$ cat config.mk
export PLATFORM = sky130hd
export DESIGN_NAME = cookie_score_display_flat
export DESIGN_NICKNAME = d
export VERILOG_FILES = /design/src/rtl/cookie_score_display_if.sv /design/src/rtl/cookie_score_display.sv /design/src/flat_wrapper.sv
export SDC_FILE = /design/constraint.sdc
export NUM_CORES = 1
export LEC_CHECK = 0
export CAP_MARGIN = 20
export CORE_ASPECT_RATIO = 0.9
export CORE_UTILIZATION = 30
export CTS_BUF_LIST = sky130_fd_sc_hd__clkbuf_8
export DETAILED_ROUTE_END_ITERATION = 8
export SLEW_MARGIN = 30
export SYNTH_ARGS = -nofsm -noshare
export SYNTH_HDL_FRONTEND = slang
export SYNTH_SLANG_ARGS = --single-unit
export TNS_END_PERCENT = 30
$ cat constraint.sdc
create_clock -name clk -period 2.6 [get_ports clk]
set_clock_uncertainty 0.2 [all_clocks]
set_input_delay 0.26 -clock clk [delete_from_list [all_inputs] [get_ports clk]]
set_output_delay 0.26 -clock clk [all_outputs]
set_load 0.005 [all_outputs]
$ cat src/rtl/cookie_score_display_if.sv
// Control inputs and display/score outputs of the cookie score display stage.
// The design takes the slave side; a driver (the game core or a bench) takes the master side.
interface cookie_score_display_if;
    logic       en;
    logic       cookie_pulse;
    logic       clear;
    logic [6:0] seg;
    logic       dp;
    logic [3:0] score_tens;
    logic [3:0] score_ones;
    logic       saturated;

    modport master (
        output en, cookie_pulse, clear,
        input  seg, dp, score_tens, score_ones, saturated
    );

    modport slave (
        input  en, cookie_pulse, clear,
        output seg, dp, score_tens, score_ones, saturated
    );
endinterface

$ cat src/rtl/cookie_score_display.sv
// Saturating two-digit BCD cookie score, shown on one 7-segment digit as a
// repeating tens / ones / blank sequence taken from a per-sequence snapshot.
module cookie_score_display #(
    parameter int DIGIT_CYCLES = 5000000,
    parameter int TMR_W        = 23
) (
    input  logic                  clk,
    input  logic                  rst_n,
    cookie_score_display_if.slave bus
);

    typedef enum logic [1:0] {
        SHOW_TENS = 2'd0,
        SHOW_ONES = 2'd1,
        BLANK     = 2'd2
    } state_t;

    localparam logic [TMR_W-1:0] TMR_LAST = TMR_W'(DIGIT_CYCLES - 1);

    function automatic logic [6:0] enc(input logic [3:0] d);
        case (d)
            4'd0:    enc = 7'h3F;
            4'd1:    enc = 7'h06;
            4'd2:    enc = 7'h5B;
            4'd3:    enc = 7'h4F;
            4'd4:    enc = 7'h66;
            4'd5:    enc = 7'h6D;
            4'd6:    enc = 7'h7D;
            4'd7:    enc = 7'h07;
            4'd8:    enc = 7'h7F;
            4'd9:    enc = 7'h6F;
            default: enc = 7'h00;
        endcase
    endfunction

    function automatic logic [7:0] bcd_inc(input logic [3:0] t, input logic [3:0] o);
        if (o == 4'd9) bcd_inc = {t + 4'd1, 4'd0};
        else           bcd_inc = {t, o + 4'd1};
    endfunction

    logic [3:0]       r_tens, r_ones;
    logic             r_sat;
    logic [3:0]       r_snap_tens, r_snap_ones;
    logic [TMR_W-1:0] r_tmr;
    state_t           r_state;
    logic [6:0]       r_seg;
    logic             r_dp;

    state_t     w_state_nxt;
    logic       w_snap_ld;
    logic       w_tmr_done;
    logic [7:0] w_inc;
    logic [6:0] w_seg_nxt;
    logic       w_dp_nxt;

    assign w_tmr_done = (r_tmr == TMR_LAST);
    assign w_inc      = bcd_inc(r_tens, r_ones);

    // Score: clear beats a simultaneous pulse; r_sat blocks counting past 99.
    always_ff @(posedge clk or negedge rst_n) begin
        if (!rst_n) begin
            r_tens <= 4'd0;
            r_ones <= 4'd0;
            r_sat  <= 1'b0;
        end else if (bus.en) begin
            if (bus.clear) begin
                r_tens <= 4'd0;
                r_ones <= 4'd0;
                r_sat  <= 1'b0;
            end else if (bus.cookie_pulse && !r_sat) begin
                r_tens <= w_inc[7:4];
                r_ones <= w_inc[3:0];
                r_sat  <= (w_inc == 8'h99);
            end
        end
    end

    always_ff @(posedge clk or negedge rst_n) begin
        if (!rst_n) begin
            r_tmr <= '0;
        end else if (bus.en) begin
            r_tmr <= w_tmr_done ? '0 : r_tmr + 1'b1;
        end
    end

    always_ff @(posedge clk or negedge rst_n) begin
        if (!rst_n) r_state <= SHOW_TENS;
        else        r_state <= w_state_nxt;
    end

    always_comb begin
        w_state_nxt = r_state;
        w_snap_ld   = 1'b0;
        w_seg_nxt   = 7'h00;
        w_dp_nxt    = 1'b0;
        if (bus.en && w_tmr_done) begin
            case (r_state)
                SHOW_TENS: w_state_nxt = SHOW_ONES;
                SHOW_ONES: w_state_nxt = BLANK;
                BLANK: begin
                    w_state_nxt = SHOW_TENS;
                    w_snap_ld   = 1'b1;
                end
                default:   w_state_nxt = SHOW_TENS;
            endcase
        end
        // Leading-zero tens is blanked; a zero ones digit is always shown.
        case (r_state)
            SHOW_TENS: w_seg_nxt = (r_snap_tens == 4'd0) ? 7'h00 : enc(r_snap_tens);
            SHOW_ONES: begin
                w_seg_nxt = enc(r_snap_ones);
                w_dp_nxt  = 1'b1;
            end
            default: begin
                w_seg_nxt = 7'h00;
                w_dp_nxt  = 1'b0;
            end
        endcase
    end

    always_ff @(posedge clk or negedge rst_n) begin
        if (!rst_n) begin
            r_snap_tens <= 4'd0;
            r_snap_ones <= 4'd0;
        end else if (w_snap_ld) begin
            r_snap_tens <= r_tens;
            r_snap_ones <= r_ones;
        end
    end

    always_ff @(posedge clk or negedge rst_n) begin
        if (!rst_n) begin
            r_seg <= 7'h00;
            r_dp  <= 1'b0;
        end else if (bus.en) begin
            r_seg <= w_seg_nxt;
            r_dp  <= w_dp_nxt;
        end
    end

    assign bus.seg        = r_seg;
    assign bus.dp         = r_dp;
    assign bus.score_tens = r_tens;
    assign bus.score_ones = r_ones;
    assign bus.saturated  = r_sat;

endmodule

$ cat src/flat_wrapper.sv
// flat-port wrapper written by rule: the top's interface ports become plain ports
module cookie_score_display_flat 
#(
    parameter int DIGIT_CYCLES = 5000000,
    parameter int TMR_W        = 23
)
  (clk, rst_n, bus_en, bus_cookie_pulse, bus_clear, bus_seg, bus_dp, bus_score_tens, bus_score_ones, bus_saturated);
  cookie_score_display_if bus_i ();
  input  logic clk;
  input  logic rst_n;
  input wire logic [$bits(bus_i.en)-1:0] bus_en;
  input wire logic [$bits(bus_i.cookie_pulse)-1:0] bus_cookie_pulse;
  input wire logic [$bits(bus_i.clear)-1:0] bus_clear;
  output wire logic [$bits(bus_i.seg)-1:0] bus_seg;
  output wire logic [$bits(bus_i.dp)-1:0] bus_dp;
  output wire logic [$bits(bus_i.score_tens)-1:0] bus_score_tens;
  output wire logic [$bits(bus_i.score_ones)-1:0] bus_score_ones;
  output wire logic [$bits(bus_i.saturated)-1:0] bus_saturated;
  assign bus_i.en = bus_en;
  assign bus_i.cookie_pulse = bus_cookie_pulse;
  assign bus_i.clear = bus_clear;
  assign bus_seg = bus_i.seg;
  assign bus_dp = bus_i.dp;
  assign bus_score_tens = bus_i.score_tens;
  assign bus_score_ones = bus_i.score_ones;
  assign bus_saturated = bus_i.saturated;
  cookie_score_display #(.DIGIT_CYCLES(DIGIT_CYCLES), .TMR_W(TMR_W)) u_core (.clk(clk), .rst_n(rst_n), .bus(bus_i));
endmodule
* Word level (Yosys, flattened, before mapping)
Memories as Yosys holds them, arrays and structs flattened. Cells that the tools add are included. Widths: inputs -> output; s select.
Operators by class: add/subtract/negate cells 3, eq/ne operators 5, mux-type cells 14, reductions and logical operators 7
Operators by type and width (count):
- $add 23x1->23 const B | 1
- $eq 23x23->1 const B | 1
- $mux 23 | 1
- $mux 4 | 4
- $pmux 7 s2 | 1
- $add 4x1->4 const B | 2
- $eq 8x8->1 const B | 1
- $mux 8 | 1
- $mux 7 | 1
- $mux 1 | 5
- $eq 4x4->1 const B | 1
- $logic_not 4->1 | 1
- $pmux 2 s2 | 1
- $eq 2x1->1 const B | 1
- $eq 2x2->1 const B | 1
- $logic_and 1x1->1 | 2
- $logic_not 2->1 | 1
- $reduce_and 2->1 | 1
- $reduce_bool 2->1 | 1
- $logic_not 1->1 | 1
Word-level totals: flip-flop bits (word level) 50, ROM bits 224, input port bits 5, output and inout port bits 17, logic and storage cells 40, memories 2
Memories:
- (no name shown) | words 16, width 7, read ports 1, clocked after memory_dff 0, write ports 0, RTL line cookie_score_display.sv:21 | case (d)
- (no name shown) | words 16, width 7, read ports 1, clocked after memory_dff 0, write ports 0, RTL line cookie_score_display.sv:21

* Logic depth before layout (Yosys ltp)
word-level depth 5, mapped depth 6, mapped depth without buffers 6

* Worst setup path before layout
Ideal clock, no wire load.
kind register -> register, start point reg u_core.r_tmr[13], end point reg u_core.r_snap_ones[2], arrival time 2236 ps, data required time 2275 ps, slack 39 ps, cell stages (with the launch flop) 6, buffers on the path 1, period minus slack after synthesis 2561 ps, cell sequence dfrtp_1 -> or4b_1 -> or3_1 -> buf_2 -> nor4_4 -> mux2_2
Between the ends: word-level cells in the longest chain between the ends 3
RTL lines:
- start: declaration | RTL line cookie_score_display.sv:44 | logic [TMR_W-1:0] r_tmr;
- start signal: assignment | RTL line cookie_score_display.sv:82 | r_tmr <= w_tmr_done ? '0 : r_tmr + 1'b1;
- $eq 23x23->1 | RTL line cookie_score_display.sv:56 | assign w_tmr_done = (r_tmr == TMR_LAST);
- $logic_and 1x1->1 | RTL line cookie_score_display.sv:96 | if (bus.en && w_tmr_done) begin
- $mux 1 | RTL line cookie_score_display.sv:96
- end signal: assignment | RTL line cookie_score_display.sv:127 | r_snap_ones <= r_ones;
- end: declaration | RTL line cookie_score_display.sv:43 | logic [3:0] r_snap_tens, r_snap_ones;
No other way between the ends. A chain may end at the register's enable or synchronous reset.

* Worst setup path after layout
start point reg u_core.r_tmr[12], end point reg u_core.r_snap_tens[3]
Between the ends: word-level cells in the longest chain between the ends 3
RTL lines:
- $eq 23x23->1 | RTL line cookie_score_display.sv:56
- $logic_and 1x1->1 | RTL line cookie_score_display.sv:96
- $mux 1 | RTL line cookie_score_display.sv:96
- end signal: assignment | RTL line cookie_score_display.sv:126 | r_snap_tens <= r_tens;
- end: declaration | RTL line cookie_score_display.sv:43
No other way between the ends.

==> results.md <==
* Final Hold Fails at 0
* Core Footprint at 9210 um^2
* 1st-iter DRT viols at 66
* DR WL met3 at 142 um
* Startpoint type of the worst setup path: flop
* Total track usage at 13.1%
* Post-synthesis cell type count at 50
* Number of max-slew violations in the final report at 0
* Clock-pin slew on the worst setup and hold paths at 0.09 ns
* Cell area reported after detailed placement at 3250 um^2
* Transition time at the pin with the least slew margin at 0.637 ns
* Gate Count Post-Synth at 296
* Post-CTS repair timing setup buffer count at 0
* Clock latency of the later-clocked register in the worst-skew pair at 0.29 ns
* Minimum clock period after layout at 2.50 ns
* Relative slew slack at 57.6%
* Synthesized net count at 316
* Maximum VDD drop at 0.244 mV
* Dpl hpwl at 4.30 mm
* Static power due to leakage at 1.39 nW
* RSZ-0062 raised after global routing: no
* Gpl congestion at 0.754
* Drt total wl at 5.94 mm
* Die Outline Area at 9960 um^2
* Gr ovfl total at 0
* Filler Cells Inserted at 922
* Mean area per synthesized cell at 9.70 um^2
* Final Power at 1.81 mW
* Share of synthesized area occupied by flip-flops and latches at 43.6%
* Worst Setup Slack post-DPL at 0.106 ns
* Highest net fanout along the worst path at 8
* Layout Cell Area excl Fill at 3350 um^2
* Crit. End Element: flop
* Area growth from synthesis to layout at 16.8%
* Die height at 94.8 um
* Period utilisation layout at 96.0%
* Type of the worst min-delay path: reg2reg
* Number of hold-repair buffers added at the cts stage at 1
* CTS Buf Count at 5
* Number of non-filler instances in the completed layout at 445
* Count of nets after finishing at 342
* 1st-pass router iterations at 4
* Asr flop ratio synth at 100%
* H-tree levels at 2
* Number of I/O port buffers at 21
* Worst Path Arrival at 2.48 ns
* # setup viols final at 0
* Max Buffers Root-to-Sink at 2
* Dominant register cell in the synthesized netlist: sky130_fd_sc_hd__dfrtp_1
* Final setup margin at 0.103 ns
* Remaining antenna violation count at 0
* Max_cap viols at 0
* TritonCTS clock tree: yes
* Wire length on met1 at 3.22 mm
* EDFF count, synth at 0
* Accumulated negative setup slack at 0 ns
* Wire length of the first global-routing pass at 10.5 mm
* Remaining DRCs at 0
* Max layer used: met4
* P per Cell Area at 538 nW/um^2
* Number of I/O pins at 22
* Initial core utilization at 31.2%
* PostCTS Resize Cnt at 0
* Antenna Diode Count at 0
* Post-synthesis instance area at 2870 um^2
* Via-to-Cell Ratio at 4.98
* Worst EP required at 2.59 ns
* Overall via count from detail_route at 2215
* Register bit count reported by yosys at 50
* Floorplan die width at 105 um
* Placed cell count at 436
* Pin count of the biggest net entering global routing at 51
* Worst setup path class: reg2reg
* Total length of routed met2 wires at 2.55 mm
* Via count of the first global-routing pass at 2172
* Fraction of layout instances using a drive strength above 1 at 10.5%
* # rows at 33
* TritonCTS sink count at 50
* Root Buffer Master: sky130_fd_sc_hd__clkbuf_8
* Average wire length per cell after detail routing at 13.3 um
* Fmax at 400 MHz
* Status: finished clean
* Warnings, synthesis at 0
* Initial antenna violation count at 0
## area by class of cell
type | instances | area (um^2) | share of cell area [%]
inverters | 18 | 67.6 | 2.01
multi-input cells | 215 | 1500 | 44.7
repair buffers | 32 | 290 | 8.66
flip-flops and latches | 50 | 1250 | 37.3
clock buffers | 6 | 82.6 | 2.46
well taps | 122 | 153 | 4.55
clock inverters | 2 | 8.76 | 0.261
## sequential cells by signal, indices dropped and copies added, names as in the netlist
| register | count |
|---|---|
| u_core.bus.dp | 1 |
| u_core.bus.score_ones | 4 |
| u_core.bus.score_tens | 4 |
| u_core.bus.saturated | 1 |
| u_core.r_snap_ones | 4 |
| u_core.r_tmr | 23 |
| u_core.r_snap_tens | 4 |
| u_core.bus.seg | 7 |
| u_core.r_state | 2 |
## cell families after synthesis
logic type,share of synthesized area (%)
and+or+nand+nor,20.8
buffers and inverters,4.14
AOI/OAI and AO/OA,14.0
DFF,43.6
adders and majority gates,6.54
muxes,6.06
xor gates and xnor gates,4.88
## final timing paths
kind | startpoint | end | slack (ns) | cells past startpoint
max in group asynchronous | rst_n | u_core.r_tmr[4] | 1.38 | 3
min | u_core.r_tmr[13] | u_core.r_tmr[13] | 0.29 | 1
max reg2reg | u_core.r_tmr[12] | u_core.r_snap_tens[3] | 0.10 | 5
max | u_core.r_tmr[12] | u_core.r_snap_tens[3] | 0.10 | 5
min reg2reg | u_core.r_tmr[13] | u_core.r_tmr[13] | 0.29 | 1
min in group asynchronous | rst_n | u_core.r_tmr[18] | 0.40 | 3
## layer usage
metal | up-vias | GRT usage (%)
met4 | 0 | 2.82
li1 | 1117 | -
met3 | 2 | 2.14
met2 | 27 | 20.2
met5 | - | 0
met1 | 1069 | 19.2
## worst max-delay path: stages (launching register included)
cell and delay, ns:
sky130_fd_sc_hd__dfrtp_1 0.42, sky130_fd_sc_hd__or4b_1 0.53, sky130_fd_sc_hd__or3_1 0.43, sky130_fd_sc_hd__nor4_4 0.26, sky130_fd_sc_hd__buf_4 0.21, sky130_fd_sc_hd__mux2_2 0.34
## per-stage QoR
step / hold WS [ns] / util [%]
floorplan: -0.236 / -
global placement: 0.216 / 35.3
detailed placement: 0.218 / 35.3
CTS: 0.291 / 36.4
global route: 0.328 / 36.4
finish: 0.287 / 36.4
## layout by cell type (no fill, tap or decap), types with 2 or more instances in the layout
cell type                         instances
sky130_fd_sc_hd__dfrtp_1                 50
sky130_fd_sc_hd__o21ai_0                 25
sky130_fd_sc_hd__nor2_1                  22
sky130_fd_sc_hd__clkdlybuf4s50_1         20
sky130_fd_sc_hd__inv_1                   19
sky130_fd_sc_hd__xnor2_1                 15
sky130_fd_sc_hd__ha_1                    15
sky130_fd_sc_hd__nand3_1                 13
sky130_fd_sc_hd__nand2_1                 13
sky130_fd_sc_hd__a21oi_1                 12
sky130_fd_sc_hd__mux2_2                  11
sky130_fd_sc_hd__buf_4                   10
sky130_fd_sc_hd__nand4_1                  7
sky130_fd_sc_hd__nand2b_1                 7
sky130_fd_sc_hd__or3_1                    6
sky130_fd_sc_hd__a31oi_1                  6
sky130_fd_sc_hd__and4_1                   6
sky130_fd_sc_hd__clkbuf_8                 6
sky130_fd_sc_hd__mux2i_1                  5
sky130_fd_sc_hd__o211ai_1                 4
sky130_fd_sc_hd__and2_1                   4
sky130_fd_sc_hd__nor3_1                   4
sky130_fd_sc_hd__and3_1                   3
sky130_fd_sc_hd__nor2b_1                  3
sky130_fd_sc_hd__nand3b_1                 3
sky130_fd_sc_hd__and3b_1                  2
sky130_fd_sc_hd__o31ai_1                  2
sky130_fd_sc_hd__o311ai_0                 2
sky130_fd_sc_hd__a21o_1                   2
sky130_fd_sc_hd__a32oi_1                  2
sky130_fd_sc_hd__a31o_2                   2
sky130_fd_sc_hd__nor4_1                   2
## where the power goes
group	internal [mW]	leakage, nW	switching, mW
clock network	0.211	0.0524	0.244
registers	0.854	0.658	0.132
logic	0.196	0.683	0.169
## synthesized netlist by cell type (7+ instances only)
cell type | n | area (um^2)
sky130_fd_sc_hd__clkbuf_1 | 10 | 37.5
sky130_fd_sc_hd__nand2b_1 | 7 | 43.8
sky130_fd_sc_hd__inv_1 | 18 | 67.6
sky130_fd_sc_hd__mux2_2 | 11 | 124
sky130_fd_sc_hd__nand3_1 | 13 | 65.1
sky130_fd_sc_hd__ha_1 | 15 | 188
sky130_fd_sc_hd__nand4_1 | 7 | 43.8
sky130_fd_sc_hd__xnor2_1 | 15 | 131
sky130_fd_sc_hd__nor2_1 | 22 | 82.6
sky130_fd_sc_hd__dfrtp_1 | 50 | 1250
sky130_fd_sc_hd__a21oi_1 | 12 | 60.1
sky130_fd_sc_hd__o21ai_0 | 25 | 125
sky130_fd_sc_hd__nand2_1 | 13 | 48.8
Power figures use the tool's default switching activity.
